<file path="src/rtl/aon_clkdiv_ctrl.sv">
`default_nettype none
// ============================================================================
//  Module   : aon_clkdiv_ctrl
//  Purpose  : Run-time programmable, glitch-free clock divider for the AON
//             clock path. The divide ratio is 2*(cur_half+1). Ratio changes
//             arrive over a valid/ready handshake, and the block is started
//             and stopped with en. Both kinds of change are applied only on
//             period boundaries, so clk_out never carries a runt pulse.
//  Ports    : clk        - system clock
//             reset      - asynchronous reset, active low (0 = reset)
//             en         - 1 = run; 0 = stop at the next period end
//             cfg_valid  - a new half-period value is offered
//             cfg_half   - new half-period minus 1 (0 = divide-by-2)
//             cfg_ready  - no config pending; cfg_valid is accepted now
//             clk_out    - divided clock, driven directly from a flop
//             rise_tick  - high in the first clk cycle that clk_out reads 1
//             running    - block is not idle
//             cur_half   - half-period value currently in use
//  Revision : 1.0 - initial release
// ============================================================================
module aon_clkdiv_ctrl #(
    parameter int unsigned          CNT_W        = 16,
    parameter logic [CNT_W-1:0]     DEFAULT_HALF = CNT_W'(127)
) (
    input  logic             clk,
    input  logic             reset,
    input  logic             en,
    input  logic             cfg_valid,
    input  logic [CNT_W-1:0] cfg_half,
    output logic             cfg_ready,
    output logic             clk_out,
    output logic             rise_tick,
    output logic             running,
    output logic [CNT_W-1:0] cur_half
);

    localparam logic [1:0] S_IDLE = 2'd0;
    localparam logic [1:0] S_RUN  = 2'd1;
    localparam logic [1:0] S_STOP = 2'd2;

    logic [1:0]       r_state;
    logic [1:0]       w_state_nxt;
    logic [CNT_W-1:0] r_cnt;
    logic [CNT_W-1:0] r_cur_half;
    logic [CNT_W-1:0] r_pend_half;
    logic             r_pending;
    logic             r_clk_out;
    logic             r_rise_tick;

    logic w_active;
    logic w_half_end;
    logic w_period_end;
    logic w_xfer;

    // A half-period ends when the counter reaches cur_half; the period ends
    // on the half-period end that drops clk_out.
    assign w_active     = (r_state != S_IDLE);
    assign w_half_end   = w_active && (r_cnt == r_cur_half);
    assign w_period_end = w_half_end && r_clk_out;
    assign w_xfer       = cfg_valid && !r_pending;

    // ------------------------------------------------------------------
    // State register
    // ------------------------------------------------------------------
    always_ff @(posedge clk or negedge reset) begin
        if (!reset) begin
            r_state <= S_IDLE;
        end else begin
            r_state <= w_state_nxt;
        end
    end

    // ------------------------------------------------------------------
    // Next-state logic
    // ------------------------------------------------------------------
    always_comb begin
        w_state_nxt = r_state;
        case (r_state)
            S_IDLE: begin
                if (en) w_state_nxt = S_RUN;
            end
            S_RUN: begin
                if (!en) w_state_nxt = S_STOP;
            end
            S_STOP: begin
                // Re-enabling before the period end resumes seamlessly.
                if (en)                w_state_nxt = S_RUN;
                else if (w_period_end) w_state_nxt = S_IDLE;
            end
            default: w_state_nxt = S_IDLE;
        endcase
    end

    // ------------------------------------------------------------------
    // Output logic
    // ------------------------------------------------------------------
    always_comb begin
        running   = (r_state != S_IDLE);
        cfg_ready = !r_pending;
    end

    assign clk_out   = r_clk_out;
    assign rise_tick = r_rise_tick;
    assign cur_half  = r_cur_half;

    // ------------------------------------------------------------------
    // Divider datapath
    // ------------------------------------------------------------------
    always_ff @(posedge clk or negedge reset) begin
        if (!reset) begin
            r_cnt       <= '0;
            r_clk_out   <= 1'b0;
            r_rise_tick <= 1'b0;
        end else begin
            // Leaving STOP at a period end lands at cnt=0 / clk_out=0, the
            // same values the idle branch holds, so no special case is needed.
            if (!w_active) begin
                r_cnt     <= '0;
                r_clk_out <= 1'b0;
            end else if (w_half_end) begin
                r_cnt     <= '0;
                r_clk_out <= !r_clk_out;
            end else begin
                r_cnt     <= r_cnt + 1'b1;
            end
            r_rise_tick <= w_half_end && !r_clk_out;
        end
    end

    // ------------------------------------------------------------------
    // Configuration handshake
    // ------------------------------------------------------------------
    // When idle, a new value is applied at once. While active it is parked
    // in pend_half and applied at the next period end; because that check
    // uses the registered pending flag, a transfer that coincides with a
    // period end waits for the following one.
    always_ff @(posedge clk or negedge reset) begin
        if (!reset) begin
            r_cur_half  <= DEFAULT_HALF;
            r_pend_half <= '0;
            r_pending   <= 1'b0;
        end else begin
            if (!w_active && w_xfer) begin
                r_cur_half <= cfg_half;
            end else if (w_period_end && r_pending) begin
                r_cur_half <= r_pend_half;
            end

            if (w_period_end && r_pending) begin
                r_pending <= 1'b0;
            end else if (w_active && w_xfer) begin
                r_pending   <= 1'b1;
                r_pend_half <= cfg_half;
            end
        end
    end

endmodule
`default_nettype wire

</file>
<file path="config.mk">
export PLATFORM = sky130hd
export DESIGN_NAME = aon_clkdiv_ctrl
export DESIGN_NICKNAME = d
export VERILOG_FILES = /design/src/rtl/aon_clkdiv_ctrl.sv
export SDC_FILE = /design/constraint.sdc
export NUM_CORES = 1
export LEC_CHECK = 0
export ABC_AREA = 1
export CORE_MARGIN = 1
export CORE_UTILIZATION = 48
export DETAILED_ROUTE_END_ITERATION = 16
export HOLD_SLACK_MARGIN = 0.1
export PLACE_DENSITY = 0.72
export SLEW_MARGIN = 20
export SYNTH_ARGS = -nofsm -noshare
export SYNTH_HDL_FRONTEND = slang
export SYNTH_SLANG_ARGS = --single-unit
</file>
<file path="constraint.sdc">
create_clock -name clk -period 1.6 [get_ports clk]
set_clock_uncertainty 0.05 [all_clocks]
set_input_delay 0.16 -clock clk [delete_from_list [all_inputs] [get_ports clk]]
set_output_delay 0.16 -clock clk [all_outputs]
set_load 0.05 [all_outputs]
</file>
# Yosys cells after proc, flatten, opt, wreduce, memory -nomap -nowiden
# Index checks and enable logic that the tools add are counted.
dict set report classes {
  eq_ne 7
  addsub 1
  n_reduce_logical 16
  n_bitwise 1
  mux 13
}
# operator n
set op_table {}
lappend op_table {{16-bit two-way mux} 4}
lappend op_table {{16-bit by 1-bit adder with 16-bit output, second input constant} 1}
lappend op_table {{16-bit == test} 1}
lappend op_table {{2-bit two-way mux} 4}
lappend op_table {{1-bit logical AND} 7}
lappend op_table {{2-bit case mux with 3 select lines} 1}
lappend op_table {{2-bit nonzero test} 3}
lappend op_table {{1-bit two-way mux} 4}
lappend op_table {{2-bit != test, second input constant} 2}
lappend op_table {{1-bit logical NOT} 3}
lappend op_table {{3-bit != test, second input constant} 1}
lappend op_table {{3-bit AND reduction} 1}
lappend op_table {{2-bit by 1-bit == test with 1-bit output, second input constant} 1}
lappend op_table {{2-bit == test, second input constant} 1}
lappend op_table {{2-bit logical NOT} 1}
lappend op_table {{2-bit by 1-bit != test with 1-bit output, second input constant} 1}
lappend op_table {{2-bit AND reduction} 1}
lappend op_table {{1-bit inverter} 1}
dict set report totals {
  reg_bits 53
  in_bits 20
  output_inout_bits 20
  elab_cells 45
}

# Depth between registers and ports, before layout
dict set report depth {
  depth_word 6
  depth_mapped 12
}

# Least setup slack after synthesis
# OpenSTA, ideal clock, no wires.
dict set report synth_path {
  kind {reg-to-reg}
  start {register r_cur_half[3], in the netlist cur_half[3]}
  end {register r_cur_half[10], in the netlist cur_half[10]}
  n_path_buf 1
  synth_period_minus_slack_ns 1.849
  setup_ns 0.119
  t_arrival_ns 1.681
  setup_slack_ns -0.249
  stages_incl_launch_ff 10
  path_cell_list {dfstp_2 > xnor2_1 > nand2_1 > nor2_1 > nand2_1 > nor2_4 > nand4_4 > buf_2 > nand3_1 > nand2_1}
}
dict set report synth_between {
  elab_chain_cells 5
}
# element line_no
set synth_rtl {}
lappend synth_rtl {{start: declaration} 44} ;# logic [CNT_W-1:0] r_cur_half;
lappend synth_rtl {{start signal: assignment} 144} ;# r_cur_half <= cfg_half;
lappend synth_rtl {{start signal: assignment} 146} ;# r_cur_half <= r_pend_half;
lappend synth_rtl {{16-bit == test} 58} ;# assign w_half_end = w_active && (r_cnt == r_cur_half);
lappend synth_rtl {{1-bit logical AND} 58}
lappend synth_rtl {{1-bit logical AND} 59} ;# assign w_period_end = w_half_end && r_clk_out;
lappend synth_rtl {{1-bit logical AND} 145} ;# end else if (w_period_end && r_pending) begin
lappend synth_rtl {{2-bit nonzero test (no source line)} n/a}
# No other way between the ends.
# A chain may end at the register's enable or synchronous reset.

# Worst setup path after layout
dict set report layout_path {
  start {register r_cur_half[5], in the netlist cur_half[5]}
  end {register r_cur_half[13], in the netlist cur_half[13]}
}
# The elaborated chain is that of the path after synthesis.

==> Implementation_results.wiki <==
{| class="wikitable"
! Metric !! Value
|-
| Die Y || 76.38 um
|-
| Number of inserted diodes || 0
|-
| Total number of H-tree levels || 2
|-
| Effective utilization at floorplan || 51.01%
|-
| Minimum clock period after layout || 1802 ps
|-
| Fraction of layout cells with a size suffix above 1 || 28.00%
|-
| Slew at the pin closest to its max-slew limit || 284.5 ps
|-
| Net count reported at finish || 445
|-
| Yosys reg bits || 53
|-
| Max_cap viols || 0
|-
| Type of element capturing the critical path || flop
|-
| Headroom to the max-slew limit || 81.03%
|-
| Overall global routing resource usage || 22.15%
|-
| Violations in the final reports || setup timing
|-
| Number of top-level pins || 40
|-
| Master of the slowest instance on the critical path || sky130_fd_sc_hd__dfstp_2
|-
| Arrival time of the worst setup path || 1950 ps
|-
| DIE AREA || 5833 um^2
|-
| Detailed Routing Iterations Pass 1 || 4
|-
| Crit path max-delay family || simple AND/OR/NAND/NOR gates
|-
| Power per unit of standard cell area || 1581 nW/um^2
|-
| Overflow left after global routing || 0
|-
| Placed Area || 3500 um^2
|-
| Final worst-path setup slack || -201.6 ps
|-
| Largest net degree at the start of global routing || 54
|-
| Placer's final routability congestion estimate || 0.8402
|-
| Routed WL || 6.140 mm
|-
| Std cell rows || 26
|-
| Clock root buffer || sky130_fd_sc_hd__clkbuf_8
|-
| Area share of the largest cell type after synthesis || 43.36%
|-
| HP Class || primary input to async pin
|-
| Cell breakdown of the critical path || xnor2_2, nand2_1, nor2_2, nand2_2, nor2_4, nand4_4, buf_12, nand3_1, nand2_1
|-
| DRC errors left || 0
|-
| Critical path start-end classification || flop to flop
|-
| Number of max-slew violations in the final report || 0
|-
| Flop2flop setup slack || -200 ps
|-
| Routed vias || 2446
|-
| Number of nets produced by synthesis || 362
|-
| Hpwl dp || 4.214 mm
|-
| Average cell area after synthesis || 7.786 um^2
|-
| Distinct cell type count of the synthesized netlist || 26
|-
| Worst-path maximum fanout || 8
|-
| Cells after Synth || 341
|-
| Post-detailed-route count of antenna-violating nets || 0
|-
| Number of cells after detailed placement || 481
|-
| Run status || finished with violations
|-
| Non-Filler Cell Area, Final || 3792 um^2
|-
| Area growth, synth to finish || 42.84%
|-
| Clock tree from TritonCTS || built
|-
| Clock latency of the later-clocked register in the worst-skew pair || 310 ps
|-
| Maximum VDD drop || 0.8766 mV
|-
| Top post-synthesis cells by area || sky130_fd_sc_hd__dfrtp_1, sky130_fd_sc_hd__nand2_1, sky130_fd_sc_hd__o21ai_0, sky130_fd_sc_hd__dfstp_2, sky130_fd_sc_hd__inv_1
|-
| Fin. Hold Viols || 0
|-
| Number of violations reported at the end of detailed-routing iteration 0 || 179
|-
| Startpoint type of the worst setup path || flop
|-
| Die span in x || 76.38 um
|-
| CP Buf/Inv Count || 1
|-
| Register area share after synthesis || 50.28%
|-
| Maximum clock path buffer count || 2
|-
| Core region area || 5205 um^2
|-
| Static leakage || 1.947 nW
|-
| Inserted Clock Buffers || 5
|-
| Slowest cell delay on critical path || 570 ps
|-
| Tcrit/Tclk final || 112.6%
|-
| Required time worst endpoint || 1750 ps
|-
| IO Port Bufs || 39
|-
| Clock-pin slew on the worst setup and hold paths || 90 ps
|-
| Setup Viol. Count Final || 29
|-
| Unrepaired setup endpoints after global routing || yes
|-
| Largest area contributor in the synthesized netlist || sky130_fd_sc_hd__dfrtp_1
|-
| Cell Area, Synth || 2655 um^2
|-
| Avg WL per Cell || 12.40 um
|-
| Drt via density || 4.941
|-
| Global-route wire length before repair || 10.23 mm
|-
| Post-Layout Cell Count || 495
|-
| TritonCTS sink count || 53
|-
| Most used cell along the critical path || sky130_fd_sc_hd__nand2_1
|-
| Initial antenna violation count || 0
|-
| Vias in the first global route || 2231
|-
| Number of warnings printed during yosys synthesis || 0
|-
| Highest Clock Rate || 555.1 MHz
|}
## cells by family after synthesis
logic type	synth area share (%)
buffers and inverters	9.331
and+or+nand+nor	26.20
adders and majority gates	0.4712
AOI/OAI and AO/OA	9.755
DFF	50.28
xor gates and xnor gates	3.958
## registers in the layout (all words and copies together), names as in the netlist
register     cells
r_pending        1
r_pend_half     16
r_cnt           16
clk_out          1
rise_tick        1
r_state          2
cur_half        16
## report_power, final
group | internal [mW] | switching (mW)
clock network | 0.509 | 0.447
registers | 1.79 | 0.301
logic | 1.32 | 1.63
## per-stage QoR
stage	total power, mW	worst slack [ps]	TNS [ps]	hold WS [ps]	util, %
3_3_place_gp	4.830	-96.26	-1439	124.6	67.24
3_5_place_dp	4.902	-152.2	-2238	124.6	67.24
6_report	5.995	-201.6	-4226	315.3	72.86
2_1_floorplan	3.660	-218.1	-4018	-185.6	-
5_1_grt	6.361	-333.7	-7635	358.2	72.86
4_1_cts	5.893	-148.7	-3172	332.5	70.67
## routing by layer
| metal | share of wire, % | up-vias | routed length, um | track usage, % |
|---|---|---|---|---|
| met5 | 0 | - | 0 | 0 |
| met4 | 1.5 | 0 | 93 | 7.308 |
| met3 | 4.5 | 10 | 277 | 4.431 |
| met2 | 48 | 68 | 2921 | 35.23 |
| met1 | 46 | 1135 | 2848 | 30.39 |
| li1 | - | 1233 | - | - |
## final timing paths
| kind | start | endpoint | cells after the start |
|---|---|---|---|
| min reg2reg | r_state[1] | r_state[0] | 1 |
| max reg2reg | cur_half[5] | cur_half[13] | 9 |
| max in group asynchronous | reset | cur_half[2] | 3 |
| min | reset | rise_tick | 3 |
| max | cur_half[5] | cur_half[13] | 9 |
| min in group clk | en | r_state[0] | 3 |
## layout make-up
cell class,count,area (um^2)
clock buffers,6,82.58
clock inverters,2,37.54
fillers,401,1413
inverters,51,191.4
multi-input cells,226,1180
flip-flops and latches,53,1338
well taps,70,87.58
repair buffers,87,875.8
## cell usage after synthesis (all sizes together)
cell / n
nand2: 108
inv: 51
dfrtp: 46
o21ai: 40
nand3: 29
nor2: 22
xnor2: 11
dfstp: 7
buf: 6
clkbuf: 5
a21oi: 4
o211ai: 4
nand4: 3
a31o: 1
ha: 1
nor3: 1
nor4: 1
xor2: 1
## placed cells by master, fill, tap and decap left out, drive strengths merged
master,count
bufinv,1
o21ai,40
a31o,1
dfrtp,46
clkinvlp,1
o211ai,4
xor2,1
nand2,108
nor3,1
nand4,3
buf,68
clkdlybuf4s50,18
dlygate4sd3,1
nand3,29
nor4,1
dfstp,7
inv,51
nor2,22
a21oi,4
clkbuf,6
ha,1
xnor2,11
## timing repair
| item | 4_1_cts | 5_1_grt |
|---|---|---|
| gates resized for setup | 8 | 32 |
| hold endpoints to repair | 53 | 0 |
| hold buffers | 1 | 0 |
| setup endpoints to repair | 28 | 38 |
| pin swaps | 2 | 12 |
| setup buffers | 3 | 2 |
## worst register-to-register path, cell delays in order (launching register included)
cell,delay (ps)
sky130_fd_sc_hd__dfstp_2,570
sky130_fd_sc_hd__xnor2_2,110
sky130_fd_sc_hd__nand2_1,90
sky130_fd_sc_hd__nor2_2,160
sky130_fd_sc_hd__nand2_2,80
sky130_fd_sc_hd__nor2_4,140
sky130_fd_sc_hd__nand4_4,180
sky130_fd_sc_hd__buf_12,190
sky130_fd_sc_hd__nand3_1,60
sky130_fd_sc_hd__nand2_1,60
Power figures use the tool's default switching activity.
